--- config.mk ---
export PLATFORM = sky130hd
export DESIGN_NAME = vote_result_reader_flat
export DESIGN_NICKNAME = d
export VERILOG_FILES = /design/src/rtl/vote_pkg.sv /design/src/rtl/vote_result_reader_if.sv /design/src/rtl/vote_byte_tx.sv /design/src/rtl/vote_result_reader.sv /design/src/flat_wrapper.sv
export SDC_FILE = /design/constraint.sdc
export NUM_CORES = 1
export LEC_CHECK = 0
export CAP_MARGIN = 20
export CORE_MARGIN = 2
export CORE_UTILIZATION = 58
export CTS_CLUSTER_DIAMETER = 60
export CTS_CLUSTER_SIZE = 25
export DETAILED_ROUTE_END_ITERATION = 12
export GPL_TIMING_DRIVEN = 1
export PLACE_DENSITY_LB_ADDON = 0.12
export SYNTH_ARGS = -nofsm -noshare
export SYNTH_HDL_FRONTEND = slang
export SYNTH_HIERARCHICAL = 1
export SYNTH_SLANG_ARGS = --single-unit
--- constraint.sdc ---
create_clock -name clk -period 5.7 [get_ports clk]
set_input_delay 0.57 -clock clk [delete_from_list [all_inputs] [get_ports clk]]
set_output_delay 0.57 -clock clk [all_outputs]
set_load 0.01 [all_outputs]
--- src/rtl/vote_pkg.sv ---
// Shared types and helpers for the vote result reader.
// Holds the FSM state enum, the frame header default, frame length and winner-byte packing.
package vote_pkg;

    typedef enum logic [1:0] {
        IDLE = 2'd0,
        CMP  = 2'd1,
        SEND = 2'd2
    } state_t;

    localparam logic [7:0] HEADER_DEF = 8'hA5;

    function automatic int frame_len(input int n);
        return n + 3;
    endfunction

    function automatic logic [7:0] pack_win(input logic t, input logic [2:0] w);
        return {t, 4'b0000, w};
    endfunction

endpackage

--- src/rtl/vote_result_reader_if.sv ---
// Byte stream valid/ready bundle between the result reader and its sink.
// Ports: out_data/out_valid/out_last from master, out_ready from slave.
interface vote_result_reader_if;
    logic [7:0] out_data;
    logic       out_valid;
    logic       out_ready;
    logic       out_last;

    modport master (
        output out_data,
        output out_valid,
        output out_last,
        input  out_ready
    );

    modport slave (
        input  out_data,
        input  out_valid,
        input  out_last,
        output out_ready
    );
endinterface

--- src/rtl/vote_byte_tx.sv ---
// Frame byte sender: byte index, output mux, running XOR checksum, handshake.
// Ports: clk, reset (async low), launch, snap, win_byte, bus (master), last_xfer, done.
module vote_byte_tx
    import vote_pkg::*;
#(
    parameter int         NUM_CAND = 4,
    parameter logic [7:0] HEADER   = HEADER_DEF
) (
    input  logic       clk,
    input  logic       reset,
    input  logic       launch,
    input  logic [7:0] snap [NUM_CAND],
    input  logic [7:0] win_byte,
    vote_result_reader_if.master bus,
    output logic       last_xfer,
    output logic       done
);

    localparam int LEN = frame_len(NUM_CAND);
    localparam int IW  = $clog2(NUM_CAND);

    logic [3:0]    bidx;
    logic          valid_q;
    logic [7:0]    xor_acc;
    logic [7:0]    byte_mux;
    logic [IW-1:0] si;
    logic          is_last;
    logic          xfer;

    assign si      = IW'(bidx - 4'd1);
    assign is_last = (bidx == 4'(LEN - 1));
    assign xfer    = valid_q && bus.out_ready;

    // Byte 0 is the header, then the snapshot, the winner byte,
    // and finally the checksum of everything already sent.
    always_comb begin
        byte_mux = xor_acc;
        if (bidx == 4'd0)
            byte_mux = HEADER;
        else if (bidx <= 4'(NUM_CAND))
            byte_mux = snap[si];
        else if (bidx == 4'(NUM_CAND + 1))
            byte_mux = win_byte;
    end

    assign bus.out_valid = valid_q;
    assign bus.out_data  = valid_q ? byte_mux : 8'h00;
    assign bus.out_last  = valid_q && is_last;
    assign last_xfer     = xfer && is_last;

    always_ff @(posedge clk or negedge reset) begin
        if (!reset) begin
            valid_q <= 1'b0;
            bidx    <= 4'd0;
            xor_acc <= 8'h00;
            done    <= 1'b0;
        end else begin
            done <= last_xfer;
            if (launch) begin
                valid_q <= 1'b1;
                bidx    <= 4'd0;
                xor_acc <= 8'h00;
            end else if (xfer) begin
                xor_acc <= xor_acc ^ byte_mux;
                if (is_last)
                    valid_q <= 1'b0;
                else
                    bidx <= bidx + 4'd1;
            end
        end
    end

endmodule

--- src/rtl/vote_result_reader.sv ---
// Result-mode reader: snapshots candidate counts, finds winner/tie/total, streams a frame.
// Ports: clk, reset (async low), mode, start, cand_votes, bus (master), busy, winner, tie, total, done.
module vote_result_reader
    import vote_pkg::*;
#(
    parameter int         NUM_CAND = 4,
    parameter logic [7:0] HEADER   = HEADER_DEF
) (
    input  logic                  clk,
    input  logic                  reset,
    input  logic                  mode,
    input  logic                  start,
    input  logic [8*NUM_CAND-1:0] cand_votes,
    vote_result_reader_if.master  bus,
    output logic                  busy,
    output logic [2:0]            winner,
    output logic                  tie,
    output logic [10:0]           total,
    output logic                  done
);

    localparam int IW = $clog2(NUM_CAND);

    state_t        state;
    logic [7:0]    snap [NUM_CAND];
    logic [IW-1:0] idx;
    logic [10:0]   acc;
    logic [7:0]    best;
    logic [IW-1:0] bsel;
    logic          t_r;

    logic [7:0]    cur;
    logic          first, gt, eq;
    logic [7:0]    n_best;
    logic [IW-1:0] n_sel;
    logic          n_t;
    logic [10:0]   n_acc;
    logic          cmp_end;
    logic          last_xfer;

    assign cur     = snap[idx];
    assign first   = (idx == '0);
    assign gt      = cur > best;
    assign eq      = cur == best;
    // Strict greater-than keeps the lower index on equal counts.
    assign n_best  = (first || gt) ? cur : best;
    assign n_sel   = first ? '0 : (gt ? idx : bsel);
    assign n_t     = first ? 1'b0 : (gt ? 1'b0 : (eq ? 1'b1 : t_r));
    assign n_acc   = (first ? 11'd0 : acc) + {3'b000, cur};
    assign cmp_end = (state == CMP) && (idx == IW'(NUM_CAND - 1));

    always_ff @(posedge clk or negedge reset) begin
        if (!reset) begin
            state  <= IDLE;
            busy   <= 1'b0;
            idx    <= '0;
            acc    <= 11'd0;
            best   <= 8'h00;
            bsel   <= '0;
            t_r    <= 1'b0;
            winner <= 3'd0;
            tie    <= 1'b0;
            total  <= 11'd0;
            for (int i = 0; i < NUM_CAND; i++)
                snap[i] <= 8'h00;
        end else begin
            unique case (state)
                IDLE: begin
                    if (start && mode) begin
                        for (int i = 0; i < NUM_CAND; i++)
                            snap[i] <= cand_votes[8*i +: 8];
                        busy  <= 1'b1;
                        idx   <= '0;
                        state <= CMP;
                    end
                end
                CMP: begin
                    acc  <= n_acc;
                    best <= n_best;
                    bsel <= n_sel;
                    t_r  <= n_t;
                    if (cmp_end) begin
                        winner <= 3'(n_sel);
                        tie    <= n_t;
                        total  <= n_acc;
                        state  <= SEND;
                    end else begin
                        idx <= idx + 1'b1;
                    end
                end
                SEND: begin
                    if (last_xfer) begin
                        busy  <= 1'b0;
                        state <= IDLE;
                    end
                end
                default: state <= IDLE;
            endcase
        end
    end

    vote_byte_tx #(
        .NUM_CAND (NUM_CAND),
        .HEADER   (HEADER)
    ) u_tx (
        .clk       (clk),
        .reset     (reset),
        .launch    (cmp_end),
        .snap      (snap),
        .win_byte  (pack_win(tie, winner)),
        .bus       (bus),
        .last_xfer (last_xfer),
        .done      (done)
    );

endmodule

--- src/flat_wrapper.sv ---
// flat-port wrapper written by rule: the top's interface ports become plain ports
module vote_result_reader_flat import vote_pkg::*;
#(
    parameter int         NUM_CAND = 4,
    parameter logic [7:0] HEADER   = HEADER_DEF
)
  (clk, reset, mode, start, cand_votes, busy, winner, tie, total, done, bus_out_data, bus_out_valid, bus_out_last, bus_out_ready);
  vote_result_reader_if bus_i ();
  input  logic clk;
  input  logic reset;
  input  logic mode;
  input  logic start;
  input  logic [8*NUM_CAND-1:0] cand_votes;
  output logic busy;
  output logic [2:0] winner;
  output logic tie;
  output logic [10:0] total;
  output logic done;
  output wire logic [$bits(bus_i.out_data)-1:0] bus_out_data;
  output wire logic [$bits(bus_i.out_valid)-1:0] bus_out_valid;
  output wire logic [$bits(bus_i.out_last)-1:0] bus_out_last;
  input wire logic [$bits(bus_i.out_ready)-1:0] bus_out_ready;
  assign bus_out_data = bus_i.out_data;
  assign bus_out_valid = bus_i.out_valid;
  assign bus_out_last = bus_i.out_last;
  assign bus_i.out_ready = bus_out_ready;
  vote_result_reader #(.NUM_CAND(NUM_CAND), .HEADER(HEADER)) u_core (.clk(clk), .reset(reset), .mode(mode), .start(start), .cand_votes(cand_votes), .bus(bus_i), .busy(busy), .winner(winner), .tie(tie), .total(total), .done(done));
endmodule
==> reports/qor.txt <==
Crit path launch: u_core/u_tx/bidx[0]$_DFFE_PN0P_
Htree depth: 3
Vias: 3,862
Period utilization: 65.63%
Avg WL per Cell: 17.27 um
Port Buffers: 62
Max VDD drop: 0.3487 mV
CTS Hold Bufs: 0
Clock slew at reported path FFs: 80 ps
Slew Limit Fails: 0
Placed cell areas: 5695 sq um
Drc violations: 0
Fmax: 0.2673 GHz
# setup viols final: 0
Setup TNS: 0 ps
Rows: 33
Hold WC Path Type: in -> async
Synth Warn #: 6
Post-CTS setup buffers: 0
RSZ-0062 raised after global routing: false
Post-CTS Resized: 0
Gate Count Post-Synth: 469
Clock buffer depth: 2
Crit-path max FO: 13
Area growth syn-to-layout: 18.28%
Total GRT Usage: 24.92%
Syn_area_per_cell: 10.64 sq um
Yosys top cell by area: dfrtp_1
Number of global-route vias before repair: 3,711
Fin worst setup slack: 1959 ps
Post-synth EDFFs: 0
Worst setup SP type: register
Largest net degree at the start of global routing: 48
DRT Wirelength: 11,070 um
CTS Buf Count: 9
Total grt overflow: 0
Final Hold Vio Count: 0
Total power: 3.943 mW
Clk_lat worst skew: 350 ps
Filler cell count: 619
Most used DFF post-synth: dfrtp_1
Place WS: 2243 ps
Clock root cell: clkbuf_8
Sequential share of the synthesized area: 43.62%
Footprint of the multi-input gates: 2671 sq um
Slew margin rel.: 44.07%
Max Cap Violations: 0
Synth cell types: 60
Die H: 96.77 um
Fin util: 71.13%
DR vias/cell: 6.025
Initial DRC Count: 277
Antenna Nets Post-Route: 0
Status: finished clean
CTS tree: done
CP Capture Type: output port
Final min period: 3741 ps
Largest cells by area after synthesis: dfrtp_1, mux2_2, ha_1
Yosys top cell area share: 43.62%
Worst r2r src: u_core/idx[0]$_DFFE_PN0P_
# IOs: 64
Post-detail-place hpwl: 8154 um
Placer Congestion: 0.8730
Cell Count, Final, Fillers Out: 641
TritonRoute pass-1 iters: 5
Sequential cell area: 2177 sq um
Mapped cell area: 4991 sq um
CP Data Arrival Time: 3170 ps
CP required: 5130 ps
Die area: 9363 sq um
Yosys reg bits: 87
Share of layout cells above drive strength 1: 14.74%
Die width: 96.77 um
Starting Density: 60.14%
N_diodes: 0
Core Box Area: 8299 sq um
Critical path type: reg -> out
WHS: 182.3 ps
P_leak: 2.539 nW
Fin area: 5903 sq um
Initial antenna violation count: 0
First-pass GRT wire length: 18,700 um
CTS sink cnt: 87
Placed insts: 626
Cell area power density: 667.9 nW/um^2
Max Clock Skew: 11.11 ps
Slew at the pin with the worst max-slew slack: 839.0 ps
Nets@finish: 592
Post-synth ARST share: 100.0%
## per-layer routing
| metal | wire length, um | track usage, % | vias to the layer above |
|---|---|---|---|
| met2 | 4852 | 36.65 | 152 |
| met4 | 198 | 6.609 | 0 |
| met3 | 798 | 5.419 | 20 |
| li1 | - | - | 1824 |
| met5 | 0 | 0 | - |
| met1 | 5220 | 37.77 | 1866 |
## Yosys cell counts, types with 6 or more instances
| cell | n |
|---|---|
| mux2_1 | 10 |
| nor2b_1 | 14 |
| mux4_2 | 12 |
| nand2_1 | 61 |
| buf_2 | 9 |
| o21ai_1 | 8 |
| o31ai_1 | 10 |
| nand3_1 | 6 |
| a21oi_1 | 30 |
| nor2_1 | 17 |
| mux2_2 | 32 |
| dfrtp_1 | 87 |
| nor3_1 | 8 |
| o21ai_0 | 13 |
| inv_1 | 18 |
| a21o_1 | 7 |
| nand2b_1 | 6 |
| ha_1 | 22 |
| clkbuf_1 | 8 |
| or3_1 | 9 |
## path summary, 6_finish.rpt
kind,slack [ps],end,depth (start not counted)
max in group asynchronous,4520,u_core/snap[31]$_DFFE_PN0P_,2
min,180,u_core/u_tx/xor_acc[6]$_DFFE_PN0P_,1
min reg2reg,480,u_core/total[4]$_DFFE_PN0P_,2
max,1960,bus_out_data[5],7
max reg2reg,2140,u_core/acc[8]$_DFFE_PN0P_,11
min in group clk,480,u_core/total[4]$_DFFE_PN0P_,2
## report_power, final
part / switching, mW / leakage (nW) / internal, mW
combinational: 1.19 / 1.37 / 1.11
sequential: 0.281 / 1.07 / 0.915
clock: 0.212 / 0.106 / 0.237
## cell type report
type	instances	share of cell area, %
clock buffer	13	2.861
clock inverter	2	0.6571
inverter	20	1.272
multi-input combinational	349	45.25
sequential	87	36.88
tap	105	2.226
timing repair buffer	65	10.85
## critical path: stages, from the launching register on
cell and delay, ps:
dfrtp_1 610, inv_1 150, ha_1 670, mux4_2 390, or3_1 340, nand2_1 110
a21oi_1 70, clkdlybuf4s50_1 480
## state kept, by name (all words and copies together), names as in the netlist
name	cells
u_core/snap	32
u_core/acc	11
u_core/total	11
u_core/best	8
u_core/u_tx/xor_acc	8
u_core/u_tx/bidx	4
u_core/bsel	2
u_core/idx	2
u_core/state	2
u_core/winner	2
u_core/busy	1
u_core/t_r	1
u_core/tie	1
u_core/u_tx/bus.out_valid	1
u_core/u_tx/done	1
## cells in the final DEF, fill, tap and decap left out, types with 12 or more instances in the layout
cell type,count
a21oi_1,30
clkbuf_8,12
clkdlybuf4s50_1,61
dfrtp_1,87
ha_1,22
inv_1,18
mux2_2,32
mux4_2,12
nand2_1,61
nor2_1,17
nor2b_1,14
o21ai_0,13
## kinds of logic (layout without fill, tap and decap cells)
| group | after synthesis | after routing | synth area share, % |
|---|---|---|---|
| compound gates | 104 | 104 | 14.21 |
| xor+xnor | 7 | 7 | 1.228 |
| fa+ha+maj | 23 | 23 | 5.916 |
| buf+inv | 40 | 100 | 3.484 |
| flops | 87 | 87 | 43.62 |
| mux | 61 | 61 | 16.50 |
| other cells | 1 | 8 | 0.07513 |
| simple gates | 146 | 146 | 14.97 |
No activity file was read; power rests on OpenSTA's default activity.
